### config.mk
export PLATFORM = sky130hd
export DESIGN_NAME = pipelined_cla_adder
export DESIGN_NICKNAME = d
export VERILOG_FILES = /design/src/rtl/pipelined_cla_adder.sv
export SDC_FILE = /design/constraint.sdc
export NUM_CORES = 1
export LEC_CHECK = 0
export BUFFER_PORTS_ARGS = -buffer_cell sky130_fd_sc_hd__buf_2
export CORE_MARGIN = 4
export CORE_UTILIZATION = 50
export CTS_BUF_LIST = sky130_fd_sc_hd__clkbuf_4 sky130_fd_sc_hd__clkbuf_8
export DETAILED_ROUTE_END_ITERATION = 6
export PLACE_DENSITY = 0.8
export SLEW_MARGIN = 20
export SYNTH_ARGS = -nofsm -noshare
export SYNTH_HDL_FRONTEND = slang
export SYNTH_SLANG_ARGS = --single-unit
### constraint.sdc
create_clock -name clk -period 20.5 [get_ports clk]
set_input_delay 2.05 -clock clk [delete_from_list [all_inputs] [get_ports clk]]
set_output_delay 2.05 -clock clk [all_outputs]
set_load 0.02 [all_outputs]
### src/rtl/pipelined_cla_adder.sv
// Pipelined radix-4 carry-lookahead adder/subtractor with N/Z/C/V flags.
// One lookahead tree level is registered per stage; the result is registered LEVELS+1 cycles after acceptance.
module pipelined_cla_adder #(
    parameter int WIDTH = 64
) (
    input  logic             clk,
    input  logic             reset,
    input  logic             in_valid,
    output logic             in_ready,
    input  logic [WIDTH-1:0] a,
    input  logic [WIDTH-1:0] b,
    input  logic             cin,
    input  logic [1:0]       op,
    output logic             out_valid,
    input  logic             out_ready,
    output logic [WIDTH-1:0] sum,
    output logic             cout,
    output logic             ovf,
    output logic             neg,
    output logic             zero
);

    function automatic int unsigned log4(input int unsigned w);
        int unsigned n;
        n = 0;
        for (int unsigned v = w; v > 1; v = v >> 2) n++;
        return n;
    endfunction

    localparam int unsigned LEVELS  = log4(WIDTH);
    localparam int unsigned LATENCY = LEVELS + 1;
    localparam int unsigned TOP     = LEVELS - 1;

    // lp/lg[s][l]: group propagate/generate of tree level l as held in stage s (valid for l <= s).
    // Bits above the populated group count stay zero, so grouping them yields zero.
    logic [WIDTH-1:0]   lp [LEVELS][LEVELS];
    logic [WIDTH-1:0]   lg [LEVELS][LEVELS];
    logic [LEVELS-1:0]  c0_r;
    logic [LEVELS-1:0]  a_msb;
    logic [LEVELS-1:0]  b_msb;
    logic [LATENCY-1:0] vld;

    logic               stall;
    logic [WIDTH-1:0]   b_eff;
    logic               c0_in;
    logic [WIDTH-1:0]   sum_next;
    logic               cout_next;
    logic               ovf_next;

    function automatic logic [WIDTH-1:0] group_p(input logic [WIDTH-1:0] p);
        logic [WIDTH-1:0] r;
        r = '0;
        for (int unsigned i = 0; i < WIDTH / 4; i++)
            r[i] = &p[4*i +: 4];
        return r;
    endfunction

    function automatic logic [WIDTH-1:0] group_g(input logic [WIDTH-1:0] p, input logic [WIDTH-1:0] g);
        logic [WIDTH-1:0] r;
        r = '0;
        for (int unsigned i = 0; i < WIDTH / 4; i++)
            r[i] = g[4*i+3]
                 | (g[4*i+2] & p[4*i+3])
                 | (g[4*i+1] & p[4*i+2] & p[4*i+3])
                 | (g[4*i]   & p[4*i+1] & p[4*i+2] & p[4*i+3]);
        return r;
    endfunction

    assign stall     = vld[LATENCY-1] && !out_ready;
    assign in_ready  = !stall;
    assign out_valid = vld[LATENCY-1];

    always_comb begin
        b_eff = op[1] ? ~b : b;
        case (op)
            2'b00:   c0_in = 1'b0;
            2'b10:   c0_in = 1'b1;
            default: c0_in = cin;
        endcase
    end

    // Carries resolve top-down: each group's first element inherits its parent's carry-in,
    // the rest ripple from siblings inside the 4-wide group.
    always_comb begin
        logic [WIDTH-1:0] carry [LEVELS];
        for (int unsigned l = 0; l < LEVELS; l++) carry[l] = '0;
        carry[TOP][0] = c0_r[TOP];
        for (int unsigned j = 1; j < 4; j++)
            carry[TOP][j] = lg[TOP][TOP][j-1] | (lp[TOP][TOP][j-1] & carry[TOP][j-1]);
        cout_next = lg[TOP][TOP][3] | (lp[TOP][TOP][3] & carry[TOP][3]);
        for (int unsigned k = 1; k < LEVELS; k++) begin
            carry[TOP-k][0] = carry[TOP-k+1][0];
            for (int unsigned i = 1; i < WIDTH; i++)
                carry[TOP-k][i] = (i % 4 == 0) ? carry[TOP-k+1][i/4]
                                : (lg[TOP][TOP-k][i-1] | (lp[TOP][TOP-k][i-1] & carry[TOP-k][i-1]));
        end
        sum_next = lp[TOP][0] ^ carry[0];
        ovf_next = (a_msb[TOP] == b_msb[TOP]) && (sum_next[WIDTH-1] != a_msb[TOP]);
    end

    always_ff @(posedge clk or posedge reset) begin
        if (reset) begin
            vld   <= '0;
            c0_r  <= '0;
            a_msb <= '0;
            b_msb <= '0;
            for (int unsigned s = 0; s < LEVELS; s++)
                for (int unsigned l = 0; l < LEVELS; l++) begin
                    lp[s][l] <= '0;
                    lg[s][l] <= '0;
                end
            sum  <= '0;
            cout <= 1'b0;
            ovf  <= 1'b0;
            neg  <= 1'b0;
            zero <= 1'b0;
        end else if (!stall) begin
            vld <= {vld[LATENCY-2:0], in_valid};

            lp[0][0] <= a ^ b_eff;
            lg[0][0] <= a & b_eff;
            c0_r[0]  <= c0_in;
            a_msb[0] <= a[WIDTH-1];
            b_msb[0] <= b_eff[WIDTH-1];

            for (int unsigned s = 1; s < LEVELS; s++) begin
                for (int unsigned l = 0; l < s; l++) begin
                    lp[s][l] <= lp[s-1][l];
                    lg[s][l] <= lg[s-1][l];
                end
                lp[s][s] <= group_p(lp[s-1][s-1]);
                lg[s][s] <= group_g(lp[s-1][s-1], lg[s-1][s-1]);
                c0_r[s]  <= c0_r[s-1];
                a_msb[s] <= a_msb[s-1];
                b_msb[s] <= b_msb[s-1];
            end

            if (vld[TOP]) begin
                sum  <= sum_next;
                cout <= cout_next;
                ovf  <= ovf_next;
                neg  <= sum_next[WIDTH-1];
                zero <= (sum_next == '0);
            end
        end
    end

endmodule

==> impl_results.md <==
* Antenna Violating Nets Remaining at 0
* Vias at 15661
* Cell Area, Synth at 21500 µm²
* Post-Synth Simple-Gate Area at 23.9%
* Mapped Cells at 2307
* Crit path time final at 5.95 ns
* Pleak at 13.7 nW
* 1st-pass router iterations at 5
* Rel. slew slack at 31.1%
* Max-cap violations at 0
* VDD IR-drop max at 77.7 µV
* Sw Share at 37.3%
* WP data required at 18.45 ns
* Total Routing Usage GR at 20.2%
* First-pass GRT wire length at 78200 µm
* Logic gate share of total power at 31.4%
* Overall power at 3.68 mW
* Worst-Margin Slew at 1.03 ns
* Commonest cells post-synth: 1219 x nand2_1, 496 x dfrtp_1, 112 x ha_1, 80 x xor2_1, 59 x clkbuf_1
* Routed length per instance at 15.2 µm
* Root Buffer: clkbuf_8
* Grt total ovfl at 0
* Min-Delay Path Class: reg2reg
* Pwr Density at 149 nW/µm²
* Initial antenna violation count at 0
* Crit end category: primary output
* Top-area cell type share of the netlist area at 57.6%
* IO Port Bufs at 204
* Final worst-path cycle share at 29.0%
* CTS Buf Count at 81
* Syn_area_per_cell at 9.33 µm²
* Vias per cell at 5.06
* Leading post-synthesis cells by cell area: dfrtp_1 58%, nand2_1 21%, ha_1 6.5%, xor2_1 3.3%, mux2_1 2.5%
* Clk_lat worst skew at 0.64 ns
* Clock Pin Slew Worst Setup and Hold Paths at 0.06 ns
* Synth warnings at 0
* Register area share after synthesis at 57.6%
* Clock skew at 0.0332 ns
* Initial core utilization at 51.0%
* Post-synthesis xor/xnor area fraction at 3.25%
* Synth async-reset ratio at 100%
* Hpwl dp at 31200 µm
* Max Fclk at 168 MHz
* Die ar. at 46500 µm²
* Mapped Nets at 2554
* Top cell type by total area after synthesis: dfrtp_1
* Die Wd at 216 µm
* Worst Setup Start Kind: input port
* Count leader, synth: nand2_1
* Fin area at 24700 µm²
* Mux cell area share after synthesis at 2.56%
* H-tree depth at 3
* Row count at 75
* CTS tree: yes
* Seq cells post-synth at 496
* Dominant combinational cell family by area after synthesis: simple AND/OR/NAND/NOR gates
* Initial DRC count at 1096
* Flop pwr share at 44.3%
* NumNets Final at 2743
* Vias in the first global route at 16031
* NetSw at 1.37 mW
* Die height at 216 µm
* Pint at 2.31 mW
* Share of layout cells above drive strength 1 at 15.6%
* Clock share of power at 24.3%
* Fin. max-slew vios at 0
* Outcome: completed
* CTS max path bufs at 3
* Crit path DAT at 3.90 ns
* # resized after CTS at 0
* Placed cell areas at 22900 µm²
* Crit Path Max Fanout at 146
* CP Class: in2out
* Setup TNS at 0 ns
* Final setup vio count at 0
* N_diodes at 0
* RSZ-0062 raised after global routing: false
* Main synth FF type: dfrtp_1
* Residual DRC at 0
* Area growth syn-to-layout at 14.5%
* Setup Fix Bufs, Post-CTS at 0
* WL final at 46900 µm
* GP Congestion at 0.811
* # IOs at 205
* Largest net degree at the start of global routing at 273
* # hold bufs at CTS at 0
* Fin. Hold Viols at 0
* Post-Synth Adder-Cell Area at 6.51%
* Synth Area in Compound Gates at 3.79%
* Sink Count at 496
* Core box area at 42200 µm²
* Post-synth EDFFs at 0
* Layout Utilization at 58.4%
* Post-synth cell types at 25
power groups by stage:
stage	clock network, mW	registers, mW	logic, mW
finish	0.895	1.63	1.15
global route	0.963	1.68	1.31
floorplan	0	1.65	0.748
CTS	0.915	1.63	1.17
detailed placement	0	1.64	1.16
global placement	0	1.62	1.12
worst max-delay path, cell delays in order:
cell and delay (ns):
buf_2 0.11, nor2b_4 0.12, buf_12 0.39, buf_16 0.46, inv_8 0.35, buf_2 0.27
final cells by class:
cell class                 instances  area [µm²]
fill                            3513       17600
sequential                       496       12400
timing repair buffer             218        1180
clock buffer                     134        1660
tap                              539         674
multi-input combinational       1697        8650
clock inverter                    11        73.8
inverter                           2        22.5
metal layers:
metal  global-route usage (%)  up-vias  part of all wire [%]
met2                     32.9      377                    48
li1                         -     7694                     -
met3                     4.36      104                   5.7
met5                        0        -                     0
met4                     7.82        0                   3.1
met1                     26.7     7486                    43
stage by stage:
stage | hold WS [ns] | std cells | worst slack (ns)
after floorplan | 0.430 | 2307 | 4.60
after global placement | 0.442 | 2950 | 14.54
after detailed placement | 0.452 | 2950 | 14.53
after CTS | 0.441 | 3095 | 14.53
after global routing | 0.464 | 3097 | 14.39
final | 0.439 | 3097 | 14.55
cell families (layout without fill, tap and decap cells):
family | after synthesis | after routing
simple gates | 1320 | 1320
xor+xnor | 80 | 80
mux | 49 | 49
buf+inv | 114 | 365
compound gates | 136 | 136
fa+ha+maj | 112 | 112
flops | 496 | 496
path summary, 6_finish.rpt:
check	start	endpoint	slack, ns	cells after the start
worst max-delay path	out_ready	in_ready	14.55	6
worst min-delay path	lg[328]$_DFFE_PP0N_	lg[136]$_DFFE_PP0N_	0.44	2
worst max register to register	c0_r[2]$_DFFE_PP0N_	zero$_DFFE_PP0P_	16.29	13
worst min register to register	lg[328]$_DFFE_PP0N_	lg[136]$_DFFE_PP0N_	0.44	2
max in group asynchronous	reset	lp[556]$_DFFE_PP0N_	15.79	5
min in group asynchronous	reset	lp[517]$_DFFE_PP0N_	1.56	2
layout by cell type (no fill, tap or decap), drive strengths merged, types with 2 or more instances in the layout:
cell type  synthesis  final
nor3               2      2
or2               33     33
nor4              14     14
ha               112    112
mux2              48     48
clkinvlp           0      3
clkbuf            59    134
clkinv             0      5
nor2              21     21
buf               53    218
a21oi             23     23
nand4             27     27
inv                2      5
a21o              52     52
nand2           1219   1219
xor2              80     80
o21ai             59     59
dfrtp            496    496
nand2b             2      2
sequential cells by signal, indices dropped and copies added, names as in the netlist:
register / cells
lp: 224
lg: 192
sum: 63
vld: 4
a_msb: 3
b_msb: 3
c0_r: 3
cout: 1
neg: 1
ovf: 1
zero: 1
No activity file was read; power rests on OpenSTA's default activity.
